### config.mk
export PLATFORM = sky130hd
export DESIGN_NAME = mem_wb_pipe_reg_flat
export DESIGN_NICKNAME = d
export VERILOG_FILES = /design/src/rtl/mem_wb_pipe_reg_pkg.sv /design/src/rtl/mem_wb_pipe_reg_if.sv /design/src/rtl/mem_wb_pipe_reg_skid.sv /design/src/rtl/mem_wb_pipe_reg.sv /design/src/flat_wrapper.sv
export SDC_FILE = /design/constraint.sdc
export NUM_CORES = 1
export LEC_CHECK = 0
export CAP_MARGIN = 25
export CORE_MARGIN = 2
export CORE_UTILIZATION = 46
export CTS_CLUSTER_SIZE = 16
export DETAILED_ROUTE_END_ITERATION = 8
export GPL_TIMING_DRIVEN = 1
export PLACE_DENSITY = 0.74
export SLEW_MARGIN = 40
export SYNTH_ARGS = -nofsm -noshare
export SYNTH_HDL_FRONTEND = slang
export SYNTH_SLANG_ARGS = --single-unit
### constraint.sdc
create_clock -name clk -period 1.6 [get_ports clk]
set_clock_uncertainty 0.05 [all_clocks]
set_input_delay 0.4 -clock clk [delete_from_list [all_inputs] [get_ports clk]]
set_output_delay 0.4 -clock clk [all_outputs]
set_load 0.02 [all_outputs]
### src/rtl/mem_wb_pipe_reg_pkg.sv
// ---------------------------------------------------------------------------
// mem_wb_pkg
//   Shared types for the MEM/WB stage register and its skid-buffer core.
//   - default width localparams for the datapath
//   - skid buffer occupancy enum
//   - payload struct at default widths
//   - payload_w(): packed payload width for a given parameterisation
// Optional feature macro: MEM_WB_WBDATA_EN (adds the pre-muxed wb_data field).
// ---------------------------------------------------------------------------
package mem_wb_pkg;

  localparam int unsigned DATA_W_DEF     = 32;
  localparam int unsigned REG_ADDR_W_DEF = 5;

  typedef enum logic [1:0] {
    EMPTY = 2'd0,
    ONE   = 2'd1,
    FULL  = 2'd2
  } skid_state_e;

  typedef struct packed {
    logic                      jump;
    logic                      mem_to_reg;
    logic                      reg_write;
    logic [DATA_W_DEF-1:0]     read_data;
    logic [DATA_W_DEF-1:0]     alu_result;
    logic [REG_ADDR_W_DEF-1:0] write_reg;
`ifdef MEM_WB_WBDATA_EN
    logic [DATA_W_DEF-1:0]     wb_data;
`endif
  } mem_wb_payload_t;

  function automatic int unsigned payload_w(input int unsigned dw,
                                            input int unsigned aw);
`ifdef MEM_WB_WBDATA_EN
    return 3 + 3 * dw + aw;
`else
    return 3 + 2 * dw + aw;
`endif
  endfunction

endpackage

### src/rtl/mem_wb_pipe_reg_if.sv
// ---------------------------------------------------------------------------
// mem_wb_pipe_reg_if
//   Bundle of the MEM->WB handshake, payload and flush signals.
//   slave  : stage register view (consumes *_i, in_valid, out_ready, flush;
//            drives in_ready, out_valid, *_o)
//   master : surrounding pipeline view (the opposite directions)
// Optional feature macro: MEM_WB_WBDATA_EN (adds wb_data_o).
// ---------------------------------------------------------------------------
interface mem_wb_pipe_reg_if
  import mem_wb_pkg::*;
#(
  parameter int unsigned DATA_W     = DATA_W_DEF,
  parameter int unsigned REG_ADDR_W = REG_ADDR_W_DEF
) ();

  logic                  flush;
  logic                  in_valid;
  logic                  in_ready;
  logic                  jump_i;
  logic                  mem_to_reg_i;
  logic                  reg_write_i;
  logic [DATA_W-1:0]     read_data_i;
  logic [DATA_W-1:0]     alu_result_i;
  logic [REG_ADDR_W-1:0] write_reg_i;
  logic                  out_valid;
  logic                  out_ready;
  logic                  jump_o;
  logic                  mem_to_reg_o;
  logic                  reg_write_o;
  logic [DATA_W-1:0]     read_data_o;
  logic [DATA_W-1:0]     alu_result_o;
  logic [REG_ADDR_W-1:0] write_reg_o;
`ifdef MEM_WB_WBDATA_EN
  logic [DATA_W-1:0]     wb_data_o;
`endif

  modport slave (
    input  flush, in_valid, jump_i, mem_to_reg_i, reg_write_i,
           read_data_i, alu_result_i, write_reg_i, out_ready,
    output in_ready, out_valid, jump_o, mem_to_reg_o, reg_write_o,
           read_data_o, alu_result_o, write_reg_o
`ifdef MEM_WB_WBDATA_EN
           , wb_data_o
`endif
  );

  modport master (
    output flush, in_valid, jump_i, mem_to_reg_i, reg_write_i,
           read_data_i, alu_result_i, write_reg_i, out_ready,
    input  in_ready, out_valid, jump_o, mem_to_reg_o, reg_write_o,
           read_data_o, alu_result_o, write_reg_o
`ifdef MEM_WB_WBDATA_EN
           , wb_data_o
`endif
  );

endinterface

### src/rtl/mem_wb_pipe_reg_skid.sv
// ---------------------------------------------------------------------------
// pipe_skid_buf
//   Generic 2-entry valid/ready skid buffer, FIFO ordered, payload-agnostic.
//   in_ready_o is registered (never combinational on out_ready_i).
//   flush_i synchronously empties the buffer and overrides accept/consume.
// Ports:
//   clk, rst_n (async active-low), flush_i
//   in_valid_i / in_ready_o / in_data_i   : upstream side
//   out_valid_o / out_ready_i / out_data_o: downstream side (main register)
// ---------------------------------------------------------------------------
module pipe_skid_buf
  import mem_wb_pkg::*;
#(
  parameter int unsigned W = 8
) (
  input  logic         clk,
  input  logic         rst_n,
  input  logic         flush_i,
  input  logic         in_valid_i,
  output logic         in_ready_o,
  input  logic [W-1:0] in_data_i,
  output logic         out_valid_o,
  input  logic         out_ready_i,
  output logic [W-1:0] out_data_o
);

  skid_state_e  state_q, state_d;
  logic         in_ready_q;
  logic [W-1:0] main_q, main_d;
  logic [W-1:0] skid_q;
  logic         load_main, load_skid;
  logic         accept, consume;

  always_ff @(posedge clk or negedge rst_n) begin
    if (!rst_n) begin
      state_q    <= EMPTY;
      in_ready_q <= 1'b1;
    end else begin
      state_q    <= state_d;
      in_ready_q <= (state_d != FULL);
    end
  end

  always_ff @(posedge clk or negedge rst_n) begin
    if (!rst_n) begin
      main_q <= '0;
      skid_q <= '0;
    end else begin
      if (load_main) main_q <= main_d;
      if (load_skid) skid_q <= in_data_i;
    end
  end

  always_comb begin
    accept    = in_valid_i & in_ready_q;
    consume   = (state_q != EMPTY) & out_ready_i;
    state_d   = state_q;
    load_main = 1'b0;
    load_skid = 1'b0;
    main_d    = in_data_i;
    if (flush_i) begin
      // Main register keeps its contents so data outputs hold their last value.
      state_d = EMPTY;
    end else begin
      unique case (state_q)
        EMPTY: begin
          if (accept) begin
            state_d   = ONE;
            load_main = 1'b1;
          end
        end
        ONE: begin
          if (accept && !consume) begin
            state_d   = FULL;
            load_skid = 1'b1;
          end else if (accept && consume) begin
            load_main = 1'b1;
          end else if (consume) begin
            state_d = EMPTY;
          end
        end
        FULL: begin
          // in_ready is low here, so nothing new can arrive this cycle.
          if (consume) begin
            state_d   = ONE;
            load_main = 1'b1;
            main_d    = skid_q;
          end
        end
        default: state_d = EMPTY;
      endcase
    end
  end

  always_comb begin
    out_valid_o = (state_q != EMPTY);
    in_ready_o  = in_ready_q;
    out_data_o  = main_q;
  end

endmodule

### src/rtl/mem_wb_pipe_reg.sv
// ---------------------------------------------------------------------------
// mem_wb_pipe_reg
//   MEM/WB pipeline stage register with valid/ready handshake, 2-entry skid
//   buffer and synchronous flush. Payload is packed into a pipe_skid_buf.
// Ports:
//   clk   : stage clock
//   rst_n : asynchronous active-low reset
//   pipe  : mem_wb_pipe_reg_if.slave (flush, in_valid/in_ready, *_i,
//           out_valid/out_ready, *_o)
// Control outputs (jump/mem_to_reg/reg_write) read 0 whenever out_valid=0;
// data outputs hold their last value.
// Optional feature macro: MEM_WB_WBDATA_EN adds wb_data_o, the writeback mux
// result registered at load time.
// ---------------------------------------------------------------------------
module mem_wb_pipe_reg
  import mem_wb_pkg::*;
#(
  parameter int unsigned DATA_W     = DATA_W_DEF,
  parameter int unsigned REG_ADDR_W = REG_ADDR_W_DEF
) (
  input  logic            clk,
  input  logic            rst_n,
  mem_wb_pipe_reg_if.slave pipe
);

  typedef struct packed {
    logic                  jump;
    logic                  mem_to_reg;
    logic                  reg_write;
    logic [DATA_W-1:0]     read_data;
    logic [DATA_W-1:0]     alu_result;
    logic [REG_ADDR_W-1:0] write_reg;
`ifdef MEM_WB_WBDATA_EN
    logic [DATA_W-1:0]     wb_data;
`endif
  } payload_t;

  localparam int unsigned PW = payload_w(DATA_W, REG_ADDR_W);

  payload_t in_pl, out_pl;
  logic     out_valid;

  always_comb begin
    in_pl            = '0;
    in_pl.jump       = pipe.jump_i;
    in_pl.mem_to_reg = pipe.mem_to_reg_i;
    in_pl.reg_write  = pipe.reg_write_i;
    in_pl.read_data  = pipe.read_data_i;
    in_pl.alu_result = pipe.alu_result_i;
    in_pl.write_reg  = pipe.write_reg_i;
`ifdef MEM_WB_WBDATA_EN
    in_pl.wb_data    = pipe.mem_to_reg_i ? pipe.read_data_i : pipe.alu_result_i;
`endif
  end

  pipe_skid_buf #(
    .W (PW)
  ) u_skid (
    .clk         (clk),
    .rst_n       (rst_n),
    .flush_i     (pipe.flush),
    .in_valid_i  (pipe.in_valid),
    .in_ready_o  (pipe.in_ready),
    .in_data_i   (in_pl),
    .out_valid_o (out_valid),
    .out_ready_i (pipe.out_ready),
    .out_data_o  (out_pl)
  );

  always_comb begin
    pipe.out_valid    = out_valid;
    pipe.jump_o       = out_valid & out_pl.jump;
    pipe.mem_to_reg_o = out_valid & out_pl.mem_to_reg;
    pipe.reg_write_o  = out_valid & out_pl.reg_write;
    pipe.read_data_o  = out_pl.read_data;
    pipe.alu_result_o = out_pl.alu_result;
    pipe.write_reg_o  = out_pl.write_reg;
`ifdef MEM_WB_WBDATA_EN
    pipe.wb_data_o    = out_pl.wb_data;
`endif
  end

endmodule
### src/flat_wrapper.sv
// flat-port wrapper written by rule: the top's interface ports become plain ports
module mem_wb_pipe_reg_flat import mem_wb_pkg::*;
#(
  parameter int unsigned DATA_W     = DATA_W_DEF,
  parameter int unsigned REG_ADDR_W = REG_ADDR_W_DEF
)
  (clk, rst_n, pipe_flush, pipe_in_valid, pipe_jump_i, pipe_mem_to_reg_i, pipe_reg_write_i, pipe_read_data_i, pipe_alu_result_i, pipe_write_reg_i, pipe_out_ready, pipe_in_ready, pipe_out_valid, pipe_jump_o, pipe_mem_to_reg_o, pipe_reg_write_o, pipe_read_data_o, pipe_alu_result_o, pipe_write_reg_o);
  mem_wb_pipe_reg_if #(.DATA_W(DATA_W), .REG_ADDR_W(REG_ADDR_W)) pipe_i ();
  input  logic clk;
  input  logic rst_n;
  input wire logic [$bits(pipe_i.flush)-1:0] pipe_flush;
  input wire logic [$bits(pipe_i.in_valid)-1:0] pipe_in_valid;
  input wire logic [$bits(pipe_i.jump_i)-1:0] pipe_jump_i;
  input wire logic [$bits(pipe_i.mem_to_reg_i)-1:0] pipe_mem_to_reg_i;
  input wire logic [$bits(pipe_i.reg_write_i)-1:0] pipe_reg_write_i;
  input wire logic [$bits(pipe_i.read_data_i)-1:0] pipe_read_data_i;
  input wire logic [$bits(pipe_i.alu_result_i)-1:0] pipe_alu_result_i;
  input wire logic [$bits(pipe_i.write_reg_i)-1:0] pipe_write_reg_i;
  input wire logic [$bits(pipe_i.out_ready)-1:0] pipe_out_ready;
  output wire logic [$bits(pipe_i.in_ready)-1:0] pipe_in_ready;
  output wire logic [$bits(pipe_i.out_valid)-1:0] pipe_out_valid;
  output wire logic [$bits(pipe_i.jump_o)-1:0] pipe_jump_o;
  output wire logic [$bits(pipe_i.mem_to_reg_o)-1:0] pipe_mem_to_reg_o;
  output wire logic [$bits(pipe_i.reg_write_o)-1:0] pipe_reg_write_o;
  output wire logic [$bits(pipe_i.read_data_o)-1:0] pipe_read_data_o;
  output wire logic [$bits(pipe_i.alu_result_o)-1:0] pipe_alu_result_o;
  output wire logic [$bits(pipe_i.write_reg_o)-1:0] pipe_write_reg_o;
  assign pipe_i.flush = pipe_flush;
  assign pipe_i.in_valid = pipe_in_valid;
  assign pipe_i.jump_i = pipe_jump_i;
  assign pipe_i.mem_to_reg_i = pipe_mem_to_reg_i;
  assign pipe_i.reg_write_i = pipe_reg_write_i;
  assign pipe_i.read_data_i = pipe_read_data_i;
  assign pipe_i.alu_result_i = pipe_alu_result_i;
  assign pipe_i.write_reg_i = pipe_write_reg_i;
  assign pipe_i.out_ready = pipe_out_ready;
  assign pipe_in_ready = pipe_i.in_ready;
  assign pipe_out_valid = pipe_i.out_valid;
  assign pipe_jump_o = pipe_i.jump_o;
  assign pipe_mem_to_reg_o = pipe_i.mem_to_reg_o;
  assign pipe_reg_write_o = pipe_i.reg_write_o;
  assign pipe_read_data_o = pipe_i.read_data_o;
  assign pipe_alu_result_o = pipe_i.alu_result_o;
  assign pipe_write_reg_o = pipe_i.write_reg_o;
  mem_wb_pipe_reg #(.DATA_W(DATA_W), .REG_ADDR_W(REG_ADDR_W)) u_core (.clk(clk), .rst_n(rst_n), .pipe(pipe_i));
endmodule
---- After elaboration in Yosys (flattened, before gate mapping) ----
Index checks and enable logic that the tools add are counted.
word-level totals
  output and inout bits ................... 74
  input port bits ......................... 77
  flip-flop bits (word level) ............. 147
  logic and storage cells ................. 36
operators by class
  reduce and logical (&&, ||, !) cells .... 5
  equal/unequal tests ..................... 3
  muxes and demuxes ....................... 19
  bitwise gates (word level) .............. 5
operators with widths
  kind                  count
  $mux W72              3
  $mux W2               6
  $mux W1               8
  $pmux W2 S3           1
  $and A1 B1 Y1         5
  $pmux W1 S3           1
  $eq A2 B1 Y1 const B  1
  $eq A2 B2 Y1 const B  1
  $logic_and A1 B1 Y1   2
  $logic_not A2 Y1      1
  $ne A2 B2 Y1 const B  1
  $reduce_bool A2 Y1    1
  $logic_not A1 Y1      1

---- Depth between registers and ports, before layout ----
  depth after elaboration ................. 8
  mapped depth ............................ 6

---- Modules after synthesis ----
From an unflattened synthesis, not the netlist that was laid out.
unflattened totals
  cells, all modules ...................... 485
  area total of the unflattened synthesis .. 6,172.2 µm²
modules (own cells, without submodules)
  module           area an instance (µm²)  seq. area each (µm²)  times used  cells each
  pipe_skid_buf    6,153.4                 3,679.8               1           482
  mem_wb_pipe_reg  18.8                    0.0                   1           3

---- Worst setup path before layout ----
No wires, ideal clock.
  kind .................................... reg-to-reg
  start point ............................. register u_core.u_skid.in_ready_q (netlist: u_core.u_skid.in_ready_o)
  end point ............................... register u_core.u_skid.skid_q[11]
  period minus slack after synthesis ...... 1.721 ns
  cell stages (with the launch flop) ...... 6
  library setup time ...................... 0.125 ns
  arrival ................................. 1.546 ns
  setup slack ............................. -0.121 ns
  path buffers ............................ 1
  cells stage by stage .................... dfstp_2 -> nand2_1 -> nor2_1 -> nand3_4 -> clkbuf_8 -> mux2_4
on the way
  cells in the longest elaborated chain, start to end .. 5
ends and longest elaborated chain
  item                    RTL line                    source
  start, declared         mem_wb_pipe_reg_skid.sv:28  logic in_ready_q;
  start signal, assigned  mem_wb_pipe_reg_skid.sv:40  in_ready_q <= (state_d != FULL);
  $and A1 B1 Y1           mem_wb_pipe_reg_skid.sv:55  accept = in_valid_i & in_ready_q;
  $logic_and A1 B1 Y1     mem_wb_pipe_reg_skid.sv:73  if (accept && !consume) begin
  $mux W1                 mem_wb_pipe_reg_skid.sv:73
  $mux W1                 mem_wb_pipe_reg_skid.sv:65  unique case (state_q)
  $mux W1                 mem_wb_pipe_reg_skid.sv:61  if (flush_i) begin
  end signal, assigned    mem_wb_pipe_reg_skid.sv:50  if (load_skid) skid_q <= in_data_i;
  end, declared           mem_wb_pipe_reg_skid.sv:30  logic [W-1:0] skid_q;
Every way passes these cells.
A chain may end at the register's enable or synchronous reset.

---- Final worst setup path ----
  start point ............................. input port pipe_in_valid
  end point ............................... register u_core.u_skid.main_q[46] (netlist: u_core.u_skid.out_data_o[46])
on the way
  cells in the longest elaborated chain, start to end .. 6
  elaborated cells between the ends (all ways) .. 8
ends and longest elaborated chain
  item                  RTL line                    source
  start, declared       flat_wrapper.sv:12          input wire logic [$bits(pipe_i.in_valid)-1:0] pipe_in_valid;
  $and A1 B1 Y1 *       mem_wb_pipe_reg_skid.sv:55
  $logic_and A1 B1 Y1   mem_wb_pipe_reg_skid.sv:76  end else if (accept && consume) begin
  $mux W1               mem_wb_pipe_reg_skid.sv:76
  $mux W1               mem_wb_pipe_reg_skid.sv:73
  $pmux W1 S3 *         mem_wb_pipe_reg_skid.sv:65
  $mux W1 *             mem_wb_pipe_reg_skid.sv:61
  end signal, assigned  mem_wb_pipe_reg_skid.sv:49  if (load_main) main_q <= main_d;
  end, declared         mem_wb_pipe_reg_skid.sv:29  logic [W-1:0] main_q, main_d;
Every way passes the cells marked *; elsewhere a longest branch is shown, timed or not.

==> reports/metrics.csv <==
stage,metric,value,unit
timing,rsz0062_at_grt,yes,
timing,maxSlewViolCount,0,
routing,wl_per_cell,19.2,um
floorplan,rows,44,
pwr,power_density,1280,mW/mm^2
grt,grt_pass1_wl,25600,um
grt,use_met1,0.249,
floorplan,start_util,0.470,
timing,fmax,546,MHz
synthesis,synth_seq_cells,147,
synthesis,synth-async-reset-ratio,1.00,
clocking,cts.htree.levels,4,
synthesis,synth_area_per_cell,12.3,um^2
final_layout,fillCellCount,1048,
synthesis,netlist_instances,557,
worst_setup_path,path_cells,clkdlybuf4s50_1 > nand4b_1 > a31oi_4 > buf_8 > buf_12 > clkbuf_16 > nor2_4 > a21oi_2,
grt,grt-ovfl-total,0,
final_layout,final_core_util,0.671,
final_layout,nets,769,
worst_setup_path,critPathLaunchType,input port,
grt,use_met3,0.0497,
worst_setup_path,crit_family,buffers and inverters,
pwr,p_leak,4.01,nW
timing,period_minus_slack,1.83,ns
routing,routed_wirelength,17000,um
floorplan,io_pins,151,
synthesis,synth-edff-count,0,
placement,io_buffers,150,
grt,grt_pass1_vias,4975,
timing,fin_hold_ws,0.394,ns
grt,antenna_found_initial,0,
worst_setup_path,crit_path_end_kind,register,
timing,maxSlewHeadroom,0.726,
synthesis,netlist_area,0.00683,mm^2
final_layout,fin_cells,888,
worst_setup_path,ff2ff_setup_slack,-0.23,ns
pwr,vdd_ir_drop_max,749,uV
grt,grt_max_degree,39,
synthesis,yosysUniqueCellTypes,24,
run,maxCapViolations,0,
final_layout,area_delta_synth_final,42.9,%
routing,antenna_left,0,
worst_setup_path,critical_path_peak_fanout,7,
worst_setup_path,slowest_stage,clkdlybuf4s50_1,
timing,setup_viol,150,
final_layout,multi_input_area,0.00278,mm^2
clocking,numCtsBuffers,17,
routing,drc,0,
final_layout,seq_area,0.00368,mm^2
worst_setup_path,cp.required,1.89,ns
floorplan,die_area,0.0158,mm^2
hold_path,hold_start,pipe_out_ready,
placement,dp_cells,823,
run_status,outcome,"complete, but fails checks",
run_status,violations,negative setup slack,
placement,post-place-ws,-0.587,ns
clocking,cts_buffer_depth,2,
worst_setup_path,cp_slowest_stage_delay,0.62,ns
clocking,cts-root-buf,clkbuf_16,
clocking,clk_pin_slew_worst_paths,0.06,ns
worst_setup_path,r2r_cells,8,
worst_setup_path,cp.arrival,2.12,ns
grt,top_usage_layer,met2,
final_layout,drive_gt1_frac,0.399,
hold_path,hold_depth,2,
worst_setup_path,crit_buf_inv,4,
worst_setup_path,reg2reg_from,u_core.u_skid.state_q[0]$_DFF_PN0_,
timing,fin_ws,-0.230,ns
floorplan,die_height,126,um
worst_setup_path,path_class,input port to register,
hold_path,min_path_type,input port to register,
synthesis,syn_nets,634,
worst_setup_path,worstReg2RegEnd,u_core.u_skid.out_data_o[46]$_DFFE_PN0P_,
placement,dp_hpwl,9910,um
grt,gr-usage-met2,0.357,
timing,tightest_slew,0.411,ns
hold_path,whs_endpoint,u_core.u_skid.state_q[1]$_DFF_PN0_,
routing,via_per_inst,5.20,
timing,fin_crit_sh,1.14,
final_layout,antennaDiodeCount,0,
synthesis,yosysSeqAreaShare,0.539,
timing,fin_setup_tns,-18.25,ns
routing,firstDrtPassIters,4,
floorplan,die_w,126,um
floorplan,core_area,0.0145,mm^2
synthesis,ys_warn_count,0,
routing,drt_iter0_drc,182,
clocking,tritoncts,yes,
placement,gp_congestion,0.791,
routing,num_vias,4615,
worst_setup_path,path_depth,8,
clocking,clkLatencyLatePin,0.42,ns
clocking,clkSinkCount,147,
synthesis,synth_flop_cell,dfrtp_1,
grt,grtUsageTotal,0.205,
timing,hold_viol,0,
-- power breakdown --
group | switching (mW) | leakage (nW) | internal (mW)
sequential | 0.621 | 1.71 | 4.65
combinational | 1.43 | 1.99 | 1.62
clock | 1.50 | 0.303 | 2.67
-- metrics by stage --
step	area (um^2)	power, mW
after CTS	9200	12.2
after floorplan	6870	7.07
after detailed placement	8180	7.98
final	9760	12.5
after global routing	9760	13.0
after global placement	8180	7.81
-- worst max-delay path by stage --
stage,startpoint,endpoint,slack (ns)
2_1_floorplan,u_core.u_skid.in_ready_o$_DFF_PN1_,u_core.u_skid.skid_q[10]$_DFFE_PN0P_,-0.05
3_3_place_gp,pipe_out_ready,u_core.u_skid.out_data_o[55]$_DFFE_PN0P_,-0.50
3_5_place_dp,pipe_out_ready,u_core.u_skid.out_data_o[61]$_DFFE_PN0P_,-0.59
4_1_cts,u_core.u_skid.in_ready_o$_DFF_PN1_,u_core.u_skid.out_data_o[10]$_DFFE_PN0P_,-0.22
5_1_grt,u_core.u_skid.state_q[0]$_DFF_PN0_,u_core.u_skid.out_data_o[46]$_DFFE_PN0P_,-0.28
6_report,pipe_in_valid,u_core.u_skid.out_data_o[46]$_DFFE_PN0P_,-0.23
-- cell families (layout without fill, tap and decap cells) --
kind of cell	count (synthesis)	count (layout)	share of synthesized area
buf+inv	101	248	0.115
compound gates	75	75	0.0579
simple gates	89	89	0.0583
mux	145	145	0.230
flops	147	147	0.539
-- metal layers --
metal | share of wire | wire, um
met4 | 0.020 | 346
met5 | 0 | 0
met1 | 0.42 | 7070
met2 | 0.52 | 8870
met3 | 0.043 | 740
-- state kept, by name, indices dropped and copies added, names as in the netlist --
register,cells
u_core.u_skid.state_q,2
u_core.u_skid.skid_q,72
u_core.u_skid.out_data_o,72
u_core.u_skid.in_ready_o,1
-- cells in the final DEF (no fill, tap or decap), types with 10 or more instances in the layout --
| cell type | netlist | routed |
|---|---|---|
| clkbuf_2 | 0 | 20 |
| clkdlybuf4s15_1 | 0 | 40 |
| a21oi_2 | 0 | 28 |
| nor2_2 | 0 | 26 |
| a21oi_1 | 72 | 44 |
| clkbuf_16 | 0 | 22 |
| buf_6 | 7 | 15 |
| buf_12 | 0 | 15 |
| mux2_2 | 65 | 65 |
| dfrtp_1 | 146 | 146 |
| buf_4 | 71 | 21 |
| nor2_4 | 0 | 13 |
| mux2i_1 | 73 | 59 |
| dlygate4sd2_1 | 0 | 10 |
| clkdlybuf4s50_1 | 0 | 74 |
| nor2_1 | 75 | 36 |
-- repair_timing --
| item | in CTS | in global routing |
|---|---|---|
| resized for setup | 142 | 173 |
| setup endpoints to repair | 185 | 192 |
| pin swaps | 1 | 9 |
| cloned | 11 | 7 |
| hold buffers | 1 | 0 |
| setup buffers | 9 | 8 |
| endpoints found under the hold margin | 29 | 0 |
-- synthesized netlist by cell type, drive strengths merged (3+ instances only) --
cell,number,area [um^2]
mux2i,73,731
nor2b,3,18.8
clkbuf,7,96.3
a21oi,72,360
mux2,72,837
dfrtp,146,3650
nor2,75,282
buf,93,687
-- area by class of cell --
cell class	instances	area share
clock inverter	10	0.0160
multi-input combinational	309	0.285
sequential	147	0.377
timing repair buffer	216	0.251
tap	184	0.0236
inverter	1	0.000385
clock buffer	21	0.0472
Power figures use the tool's default switching activity.
